**src/rtl/bpsk_rx_pkg.sv**
```systemverilog
// Shared types and constants for the BPSK receive frame controller.
package bpsk_rx_pkg;

  localparam int BYTE_W = 8;

  typedef enum logic [2:0] {
    IDLE,
    START,
    HUNT,
    LEN,
    PAYLOAD,
    CHECK
  } rx_state_t;

  typedef enum logic [1:0] {
    ERR_LEN,
    ERR_CSUM,
    ERR_TIMEOUT,
    ERR_OVERRUN
  } err_cause_t;

endpackage

```
**src/rtl/bpsk_sync_detect.sv**
```systemverilog
// Sync-word shift register with dual-polarity compare.
// The compare looks at the post-shift value so a match is known in the strobe cycle.
module bpsk_sync_detect #(
  parameter int                    SYNC_WIDTH = 16,
  parameter logic [SYNC_WIDTH-1:0] SYNC_WORD  = SYNC_WIDTH'(16'hA5C3)
) (
  input  logic clk,
  input  logic reset,
  input  logic clear,
  input  logic shift,
  input  logic bit_in,
  output logic match,
  output logic match_inv
);

  logic [SYNC_WIDTH-1:0] sr;
  logic [SYNC_WIDTH-1:0] sr_next;

  assign sr_next = {sr[SYNC_WIDTH-2:0], bit_in};

  always_ff @(posedge clk) begin
    if (reset || clear) begin
      sr <= '0;
    end else if (shift) begin
      sr <= sr_next;
    end
  end

  assign match     = shift && (sr_next == SYNC_WORD);
  assign match_inv = shift && (sr_next == ~SYNC_WORD);

endmodule

```
**src/rtl/bpsk_rx_frame_ctrl.sv**
```systemverilog
// BPSK receive sequencer: starts the demodulator, hunts sync in either polarity,
// frames a length-prefixed payload with an additive checksum and streams bytes out.
module bpsk_rx_frame_ctrl
  import bpsk_rx_pkg::*;
#(
  parameter int                    SYNC_WIDTH = 16,
  parameter logic [SYNC_WIDTH-1:0] SYNC_WORD  = SYNC_WIDTH'(16'hA5C3),
  parameter int                    MAX_LEN    = 64,
  parameter int                    TIMEOUT    = 1024
) (
  input  logic              clk,
  input  logic              reset,
  input  logic              enable,
  input  logic              bit_valid,
  input  logic              bit_value,
  output logic              demod_start,
  output logic [BYTE_W-1:0] byte_data,
  output logic              byte_valid,
  input  logic              byte_ready,
  output logic              frame_start,
  output logic              frame_end,
  output logic              frame_error,
  output logic              inverted,
  output logic              busy,
  output err_cause_t        err_cause
);

  localparam int                TW       = $clog2(TIMEOUT + 1);
  // Loaded on the strobe edge so expiry lands exactly TIMEOUT cycles after the strobe.
  localparam logic [TW-1:0]     TMO_LOAD = TW'(TIMEOUT - 2);
  localparam logic [BYTE_W-1:0] MAX_LEN_B = BYTE_W'(MAX_LEN);

  rx_state_t         state;
  logic [2:0]        bit_cnt;
  logic [BYTE_W-1:0] shreg;
  logic [BYTE_W-1:0] remaining;
  logic [BYTE_W-1:0] checksum;
  logic [TW-1:0]     tmo;

  logic              match;
  logic              match_inv;
  logic              acc_bit;
  logic [BYTE_W-1:0] byte_in;
  rx_state_t         fail_state;

  bpsk_sync_detect #(
    .SYNC_WIDTH (SYNC_WIDTH),
    .SYNC_WORD  (SYNC_WORD)
  ) u_sync (
    .clk       (clk),
    .reset     (reset),
    .clear     (state != HUNT),
    .shift     ((state == HUNT) && enable && bit_valid),
    .bit_in    (bit_value),
    .match     (match),
    .match_inv (match_inv)
  );

  assign acc_bit    = bit_value ^ inverted;
  assign byte_in    = {shreg[BYTE_W-2:0], acc_bit};
  assign fail_state = enable ? HUNT : IDLE;
  assign busy       = (state != IDLE);

  always_ff @(posedge clk) begin
    if (reset) begin
      state       <= IDLE;
      bit_cnt     <= '0;
      shreg       <= '0;
      remaining   <= '0;
      checksum    <= '0;
      tmo         <= '0;
      demod_start <= 1'b0;
      byte_data   <= '0;
      byte_valid  <= 1'b0;
      frame_start <= 1'b0;
      frame_end   <= 1'b0;
      frame_error <= 1'b0;
      inverted    <= 1'b0;
      err_cause   <= ERR_LEN;
    end else begin
      demod_start <= 1'b0;
      frame_start <= 1'b0;
      frame_end   <= 1'b0;
      frame_error <= 1'b0;
      if (byte_valid && byte_ready) byte_valid <= 1'b0;

      case (state)
        IDLE: if (enable) state <= START;
        START: begin
          demod_start <= 1'b1;
          state       <= HUNT;
        end
        HUNT: begin
          if (!enable) begin
            state <= IDLE;
          end else if (match || match_inv) begin
            inverted    <= !match;
            frame_start <= 1'b1;
            bit_cnt     <= '0;
            shreg       <= '0;
            tmo         <= TMO_LOAD;
            state       <= LEN;
          end
        end
        LEN, PAYLOAD, CHECK: begin
          if (bit_valid) begin
            tmo     <= TMO_LOAD;
            shreg   <= byte_in;
            bit_cnt <= bit_cnt + 3'd1;
            if (bit_cnt == 3'd7) begin
              if (state == LEN) begin
                if (byte_in == '0 || byte_in > MAX_LEN_B) begin
                  frame_error <= 1'b1;
                  err_cause   <= ERR_LEN;
                  state       <= fail_state;
                end else begin
                  remaining <= byte_in;
                  checksum  <= '0;
                  state     <= PAYLOAD;
                end
              end else if (state == PAYLOAD) begin
                // A handshake completing this cycle frees the slot, so only a stalled sink overruns.
                if (byte_valid && !byte_ready) begin
                  frame_error <= 1'b1;
                  err_cause   <= ERR_OVERRUN;
                  state       <= fail_state;
                end else begin
                  byte_data  <= byte_in;
                  byte_valid <= 1'b1;
                  checksum   <= checksum + byte_in;
                  remaining  <= remaining - 1'b1;
                  if (remaining == 8'd1) state <= CHECK;
                end
              end else begin
                if (byte_in == checksum) begin
                  frame_end <= 1'b1;
                end else begin
                  frame_error <= 1'b1;
                  err_cause   <= ERR_CSUM;
                end
                state <= fail_state;
              end
            end
          end else if (tmo == '0) begin
            frame_error <= 1'b1;
            err_cause   <= ERR_TIMEOUT;
            state       <= fail_state;
          end else begin
            tmo <= tmo - 1'b1;
          end
        end
        default: state <= IDLE;
      endcase
    end
  end

endmodule

```
**config.mk**
```make
export PLATFORM = sky130hd
export DESIGN_NAME = bpsk_rx_frame_ctrl
export DESIGN_NICKNAME = d
export VERILOG_FILES = /design/src/rtl/bpsk_rx_pkg.sv /design/src/rtl/bpsk_sync_detect.sv /design/src/rtl/bpsk_rx_frame_ctrl.sv
export SDC_FILE = /design/constraint.sdc
export NUM_CORES = 1
export LEC_CHECK = 0
export CORE_MARGIN = 2
export CORE_UTILIZATION = 45
export CTS_BUF_LIST = sky130_fd_sc_hd__clkbuf_2 sky130_fd_sc_hd__clkbuf_4 sky130_fd_sc_hd__clkbuf_8
export CTS_CLUSTER_DIAMETER = 200
export DETAILED_ROUTE_END_ITERATION = 10
export SYNTH_ARGS = -nofsm -noshare
export SYNTH_HDL_FRONTEND = slang
export SYNTH_SLANG_ARGS = --single-unit
```
**constraint.sdc**
```tcl
create_clock -name clk -period 3.1 [get_ports clk]
set_input_delay 0.62 -clock clk [delete_from_list [all_inputs] [get_ports clk]]
set_output_delay 0.62 -clock clk [all_outputs]
set_load 0.02 [all_outputs]
```
==> flow_metrics.env, run 1 <==
export IMPL_outcome="completed"
export IMPL_synth_edf_count=0
export IMPL_grt_max_degree=28
export IMPL_synth_top_cell_by_area="dfxtp_1"
export IMPL_clk_pin_slew_ps=70
export IMPL_gr_usage_met1_pct=29.78
export IMPL_fin_skew_ps=8.456
export IMPL_grt_pass1_vias=2815
export IMPL_synth_area_top_cells="dfxtp_1 39%, a21oi_1 5.6%, nand2_1 4.7%, ha_1 4.5%, nor2_1 4.0%"
export IMPL_syn_inst=411
export IMPL_cp_start_kind="input port"
export IMPL_p_per_area_mw_per_mm2=493.7
export IMPL_period_needed_ps=2759
export IMPL_maxSlewHeadroom_pct=45.38
export IMPL_arrival_ps=3000
export IMPL_multi_input_area_mm2=0.002048
export IMPL_holdPathStages=2
export IMPL_fin_util_pct=53.69
export IMPL_fin_crit_sh_pct=89.02
export IMPL_dpl_hpwl_um=5775
export IMPL_yosys_warnings=0
export IMPL_setup_viol=0
export IMPL_clock_latency_ps=340
export IMPL_clk_path_buf_depth=2
export IMPL_ir_drop_v=0.0002841
export IMPL_cts_made_buffers=9
export IMPL_cts_tree="yes"
export IMPL_mappedNetlistNets=431
export IMPL_slowest_stage="clkdlybuf4s50_1"
export IMPL_slew_viol_final=0
export IMPL_critical_path_top_delay_family="compound AO/OA/AOI/OAI gates"
export IMPL_power_total_mw=2.048
export IMPL_endpoint_kind="flop"
export IMPL_ant_nets=0
export IMPL_area_delta_synth_final_pct=15.30
export IMPL_clock_root_buffer="clkbuf_8"
export IMPL_numClockSinks=71
export IMPL_avgSynthCellArea_um2=8.755
export IMPL_p_leak_nw=1.472
export IMPL_antenna_found_initial=0
export IMPL_synth_area_mm2=0.003598
export IMPL_maxCapViolCount=0
export IMPL_grt_ovfl_total=0
export IMPL_crit_chain="clkdlybuf4s50_1, xnor2_1, inv_1, ha_1, fa_1, a21o_1, a21oi_1, o21bai_1, a21oi_1, xnor2_1, a22o_1"
export IMPL_synth_ff_type="dfxtp_1"
export IMPL_nFillCells=713
export IMPL_path_buf_inv=2
export IMPL_ctsResizeCount=0
export IMPL_dieArea_mm2=0.008728
export IMPL_rr_worst_depth=6
export IMPL_num_vias=3062
export IMPL_drive_gt1_share_pct=10.38
export IMPL_ios=23
export IMPL_worstMarginPinSlew_ps=816.3
export IMPL_criticalPathCategory="in -> reg"
export IMPL_antennaDiodeCount=0
export IMPL_postCtsSetupBuffers=0
export IMPL_netlist_area_leader_share_pct=39.50
export IMPL_crit_cells=11
export IMPL_htreeDepth=3
export IMPL_wl_um=8162
export IMPL_fp_row_count=32
export IMPL_avgRoutedWirePerCell_um=14.98
export IMPL_ys_async_sr_fraction_pct=0
export IMPL_portBuffers=22
export IMPL_initial_utilization_pct=46.57
export IMPL_hold_buffers=0
export IMPL_use_met2_pct=29.38
export IMPL_register_area_mm2=0.001421
export IMPL_fin_nets=459
export IMPL_gp_congestion=0.8594
export IMPL_ys_seq_area_share_pct=39.50
export IMPL_top_usage_layer="met1"
export IMPL_hold_viol_final=0
export IMPL_synth_distinct_cells=58
export IMPL_max_stage_delay_ps=440
export IMPL_grt_util_met3_pct=3.787
export IMPL_viasPerCell=5.618
export IMPL_dieWidth_um=93.43
export IMPL_core_area_mm2=0.007727
export IMPL_drc=0
export IMPL_grt_pass1_wl_um=13920
export IMPL_rsz0062_at_grt="no"
export IMPL_hp_class="reg -> reg"
export IMPL_critPathRequiredTime_ps=3340
export IMPL_ys_seq_elements=71
export IMPL_drtIter0Drc=130
export IMPL_die_y_um=93.43
export IMPL_first_pass_iters=4
export IMPL_fmax_ghz=0.3624
export IMPL_grtUsageTotal_pct=20.31
export IMPL_cp_max_fo=2
[stage by stage]
step	hold slack (ps)	cell area [um2]	std cells	TNS, ps	worst slack [ps]
floorplan	445.1	3598	411	0	504.7
global placement	460.5	3981	530	0	15.13
detailed placement	468.2	3981	530	-22.51	-22.51
CTS	478.3	4149	545	0	342.1
global route	512.2	4149	545	0	206.6
finish	476.7	4149	545	0	340.5
[path summary, 6_finish.rpt]
path	startpoint	to	slack, ps
worst min-delay path	u_sync.sr[12]	u_sync.sr[13]	480
worst min register to register	u_sync.sr[12]	u_sync.sr[13]	480
worst max register to register	state[2]	checksum[7]	700
worst max-delay path	bit_value	checksum[6]	340
[area by class of cell]
class	instances	area share (%)
multi-input cells	307	49.37
clock buffers	11	3.498
flip-flops and latches	71	34.26
inverters	11	0.9952
clock inverters	4	0.5428
repair buffers	39	8.263
well taps	102	3.076
[routing by layer]
layer | part of all wire (%) | wire length [um]
met1 | 52 | 4209
met2 | 43 | 3530
met5 | 0 | 0
met3 | 3.2 | 261
met4 | 2.0 | 160
[cells by family (layout without fill, tap and decap cells)]
| logic type | Yosys count | count (layout) | share of synthesized area [%] |
|---|---|---|---|
| flops | 71 | 71 | 39.50 |
| buf+inv | 33 | 65 | 3.581 |
| mux | 10 | 10 | 2.782 |
| compound gates | 108 | 108 | 20.45 |
| xor+xnor | 17 | 17 | 4.138 |
| simple gates | 158 | 158 | 24.48 |
| fa+ha+maj | 14 | 14 | 5.077 |
[cell usage in the layout (no fill, tap or decap), types with 5 or more instances in the layout]
cell	Yosys	routed
o211ai_1	9	9
clkbuf_8	0	10
mux2i_1	10	10
xnor2_1	8	8
and4b_1	5	5
dfxtp_1	71	71
nor4b_1	5	5
nor3b_1	5	5
nand2_1	45	45
inv_1	11	11
nand3_1	6	6
a21oi_1	40	40
ha_1	13	13
nor2_1	38	38
o21ai_0	12	12
nor3_1	11	11
buf_4	0	17
nand2b_1	7	7
a22oi_1	11	11
clkdlybuf4s50_1	0	21
a22o_1	8	8
nor4_1	7	7
xor2_1	9	9
[worst reg2reg max path, stage by stage, from the launching register on]
cell     delay, ps
dfxtp_1        520
nor3b_1        450
nand2_1        190
a21oi_1        430
o21a_4         270
nor2_4          80
a221o_1        360
[flip-flops by register name, indices dropped and copies added (netlist names)]
name and cells:
frame_end 1, err_cause 2, bit_cnt 3, demod_start 1, checksum 8, state 3
byte_data 8, u_sync.sr 15, frame_error 1, tmo 11, remaining 8, inverted 1
frame_start 1, shreg 7, byte_valid 1
[cell usage after synthesis, drive strengths merged (2+ instances only)]
cell     n
dfxtp   71
nand2   45
a21oi   41
nor2    39
clkbuf  15
ha      13
nor3    12
o21ai   12
a22oi   11
inv     11
mux2i   10
nor4     9
o211ai   9
xor2     9
a22o     8
xnor2    8
buf      7
nand2b   7
nand3    6
nor4b    6
and4b    5
nor3b    5
a211oi   4
nand4    4
nor2b    4
a221oi   3
a31oi    3
and2     3
a21o     2
a311oi   2
and4     2
nand3b   2
nor4bb   2
o21a     2
o21bai   2
o41ai    2
or4      2
[power by group]
| group | internal (mW) | switching (mW) |
|---|---|---|
| registers | 0.952 | 0.0507 |
| clock network | 0.313 | 0.342 |
| logic | 0.172 | 0.220 |
Power figures use the tool's default switching activity.
==> run 2, diff against run 1 <==
- CORE_MARGIN: 2 -> 8
==> run 2 against run 1 <==
  * Count of clock-buffer cells in the layout is the same
  * Largest cell class unchanged
  * Hold slack gained 4.2 ps
  * Non-clock buffer count grew 2
  * Wire length grew 2.4%
  * Core utilization grew 0.96 points
  * Largest power group unchanged
==> flow_metrics.env, run 2 (synthesis gave the netlist of run 1 again) <==
export IMPL_largest_register_ffs=15
export IMPL_worstMarginPinSlew_ps=821.8
export IMPL_criticalPathCategory="in -> reg"
export IMPL_setup_viol=0
export IMPL_grt_ovfl_total=0
export IMPL_seqPwrFrac_pct=44.7
export IMPL_rsz0062_at_grt="no"
export IMPL_hp_class="reg -> reg"
export IMPL_power_total_mw=2.233
export IMPL_cts_tree="yes"
export IMPL_numClockSinks=71
export IMPL_wl_um=8361
export IMPL_arrival_ps=2940
export IMPL_internal_power_mw=1.608
export IMPL_first_pass_iters=4
export IMPL_gp_congestion=0.8456
export IMPL_pwr_share_comb_pct=17.8
export IMPL_fin_nets=461
export IMPL_slew_viol_final=0
export IMPL_outcome="completed"
export IMPL_grt_pass1_vias=2921
export IMPL_maxSlewHeadroom_pct=45.01
export IMPL_core_area_mm2=0.007727
export IMPL_p_per_area_mw_per_mm2=528.7
export IMPL_switchingPower_mw=0.6250
export IMPL_period_needed_ps=2698
export IMPL_grt_pass1_wl_um=14410
export IMPL_finalSetupTns_ps=0
export IMPL_ir_drop_v=0.0002906
export IMPL_num_vias=3014
export IMPL_fin_skew_ps=8.066
export IMPL_routed_top_layer="met4"
export IMPL_clk_pin_slew_ps=80
export IMPL_mostFrequentLayoutCell="dfxtp_1"
export IMPL_clock_latency_ps=350
export IMPL_clock_root_buffer="clkbuf_8"
export IMPL_drt_met1_wl_um=4331
export IMPL_final_cell_mix="71 x dfxtp_1, 45 x nand2_1, 40 x a21oi_1, 38 x nor2_1, 21 x clkdlybuf4s50_1"
export IMPL_crit_chain="clkdlybuf4s50_1, xnor2_1, inv_1, ha_1, fa_1, a21o_1, a21oi_1, o21bai_1, a21oi_1, xnor2_1, a22o_1"
export IMPL_fp_row_count=32
export IMPL_grt_max_degree=40
export IMPL_slowest_stage="clkdlybuf4s50_1"
export IMPL_antenna_found_initial=0
export IMPL_area_delta_synth_final_pct=17.35
export IMPL_grtUsageTotal_pct=15.74
export IMPL_met2WireLength_um=3496
export IMPL_fin_crit_sh_pct=87.04
export IMPL_dieArea_mm2=0.01111
export IMPL_die_y_um=105.4
export IMPL_dieWidth_um=105.4
export IMPL_antennaDiodeCount=0
export IMPL_cp_start_kind="input port"
export IMPL_ios=23
export IMPL_viasPerCell=5.500
export IMPL_cts_made_buffers=9
export IMPL_drtIter0Drc=182
export IMPL_hold_buffers=0
export IMPL_htreeDepth=3
export IMPL_hold_ws_ps=481.0
export IMPL_endpoint_kind="flop"
export IMPL_clockPowerShare_pct=37.4
export IMPL_portBuffers=22
export IMPL_ant_nets=0
export IMPL_clk_path_buf_depth=2
export IMPL_switching_share_pct=27.99
export IMPL_reg_top3="u_sync.sr: 15 flops, tmo: 11 flops"
export IMPL_avgRoutedWirePerCell_um=15.26
export IMPL_initial_utilization_pct=46.57
export IMPL_maxCapViolCount=0
export IMPL_drive_gt1_share_pct=10.99
export IMPL_fmax_ghz=0.3706
export IMPL_max_stage_delay_ps=440
export IMPL_dpl_hpwl_um=5848
export IMPL_regMostFlops="u_sync.sr"
export IMPL_place_area_mm2=0.003996
export IMPL_postCtsSetupBuffers=0
export IMPL_ctsResizeCount=0
export IMPL_critPathRequiredTime_ps=3350
export IMPL_p_leak_nw=1.508
export IMPL_final_area_mm2=0.004223
export IMPL_hold_viol_final=0
export IMPL_drc=0
export IMPL_cp_max_fo=2
export IMPL_wl_met3_um=398
-- run 2: power groups by stage --
| stage | Clock, mW | Combinational [mW] | Sequential, mW |
|---|---|---|---|
| final | 0.835 | 0.398 | 0.999 |
| after global routing | 0.899 | 0.449 | 1.01 |
| after CTS | 0.861 | 0.399 | 0.998 |
| after detailed placement | 0 | 0.395 | 1.02 |
| after global placement | 0 | 0.393 | 1.02 |
| after floorplan | 0 | 0.308 | 1.00 |
-- run 2: final timing paths --
check	startpoint	endpoint	slack (ps)	cells past startpoint
worst max-delay path	bit_value	checksum[6]	400	11
worst min-delay path	u_sync.sr[14]	u_sync.sr[14]	480	2
worst min register to register	u_sync.sr[14]	u_sync.sr[14]	480	2
worst max register to register	state[1]	tmo[1]	500	6
-- run 2: routing by layer --
metal / global-route usage, % / vias up
li1: - / 1560
met1: 21.66 / 1378
met2: 22.30 / 66
met3: 4.263 / 10
met4: 7.136 / 0
met5: 0 / -
-- run 2: critical path, delay by kind of cell --
kind,cells,cell delay (ps)
adder cells (fa/ha/maj),2,600
AO/OA/AOI/OAI,5,800
buffers and inverters,2,540
XOR/XNOR,2,380
-- run 2: stage by stage --
stage	util, %	std cells	setup WS [ps]
CTS	54.65	548	396.8
floorplan	-	411	504.7
global placement	51.72	532	47.88
finish	54.65	548	401.7
detailed placement	51.72	532	9.707
global route	54.65	548	271.0
-- run 2: area by class of cell --
| class | count | area [um2] |
|---|---|---|
| multi-input cells | 307 | 2048 |
| fillers | 702 | 3505 |
| clock buffers | 11 | 145.1 |
| clock inverters | 5 | 81.33 |
| flip-flops and latches | 71 | 1421 |
| repair buffers | 41 | 357.8 |
| well taps | 102 | 127.6 |
| inverters | 11 | 41.29 |
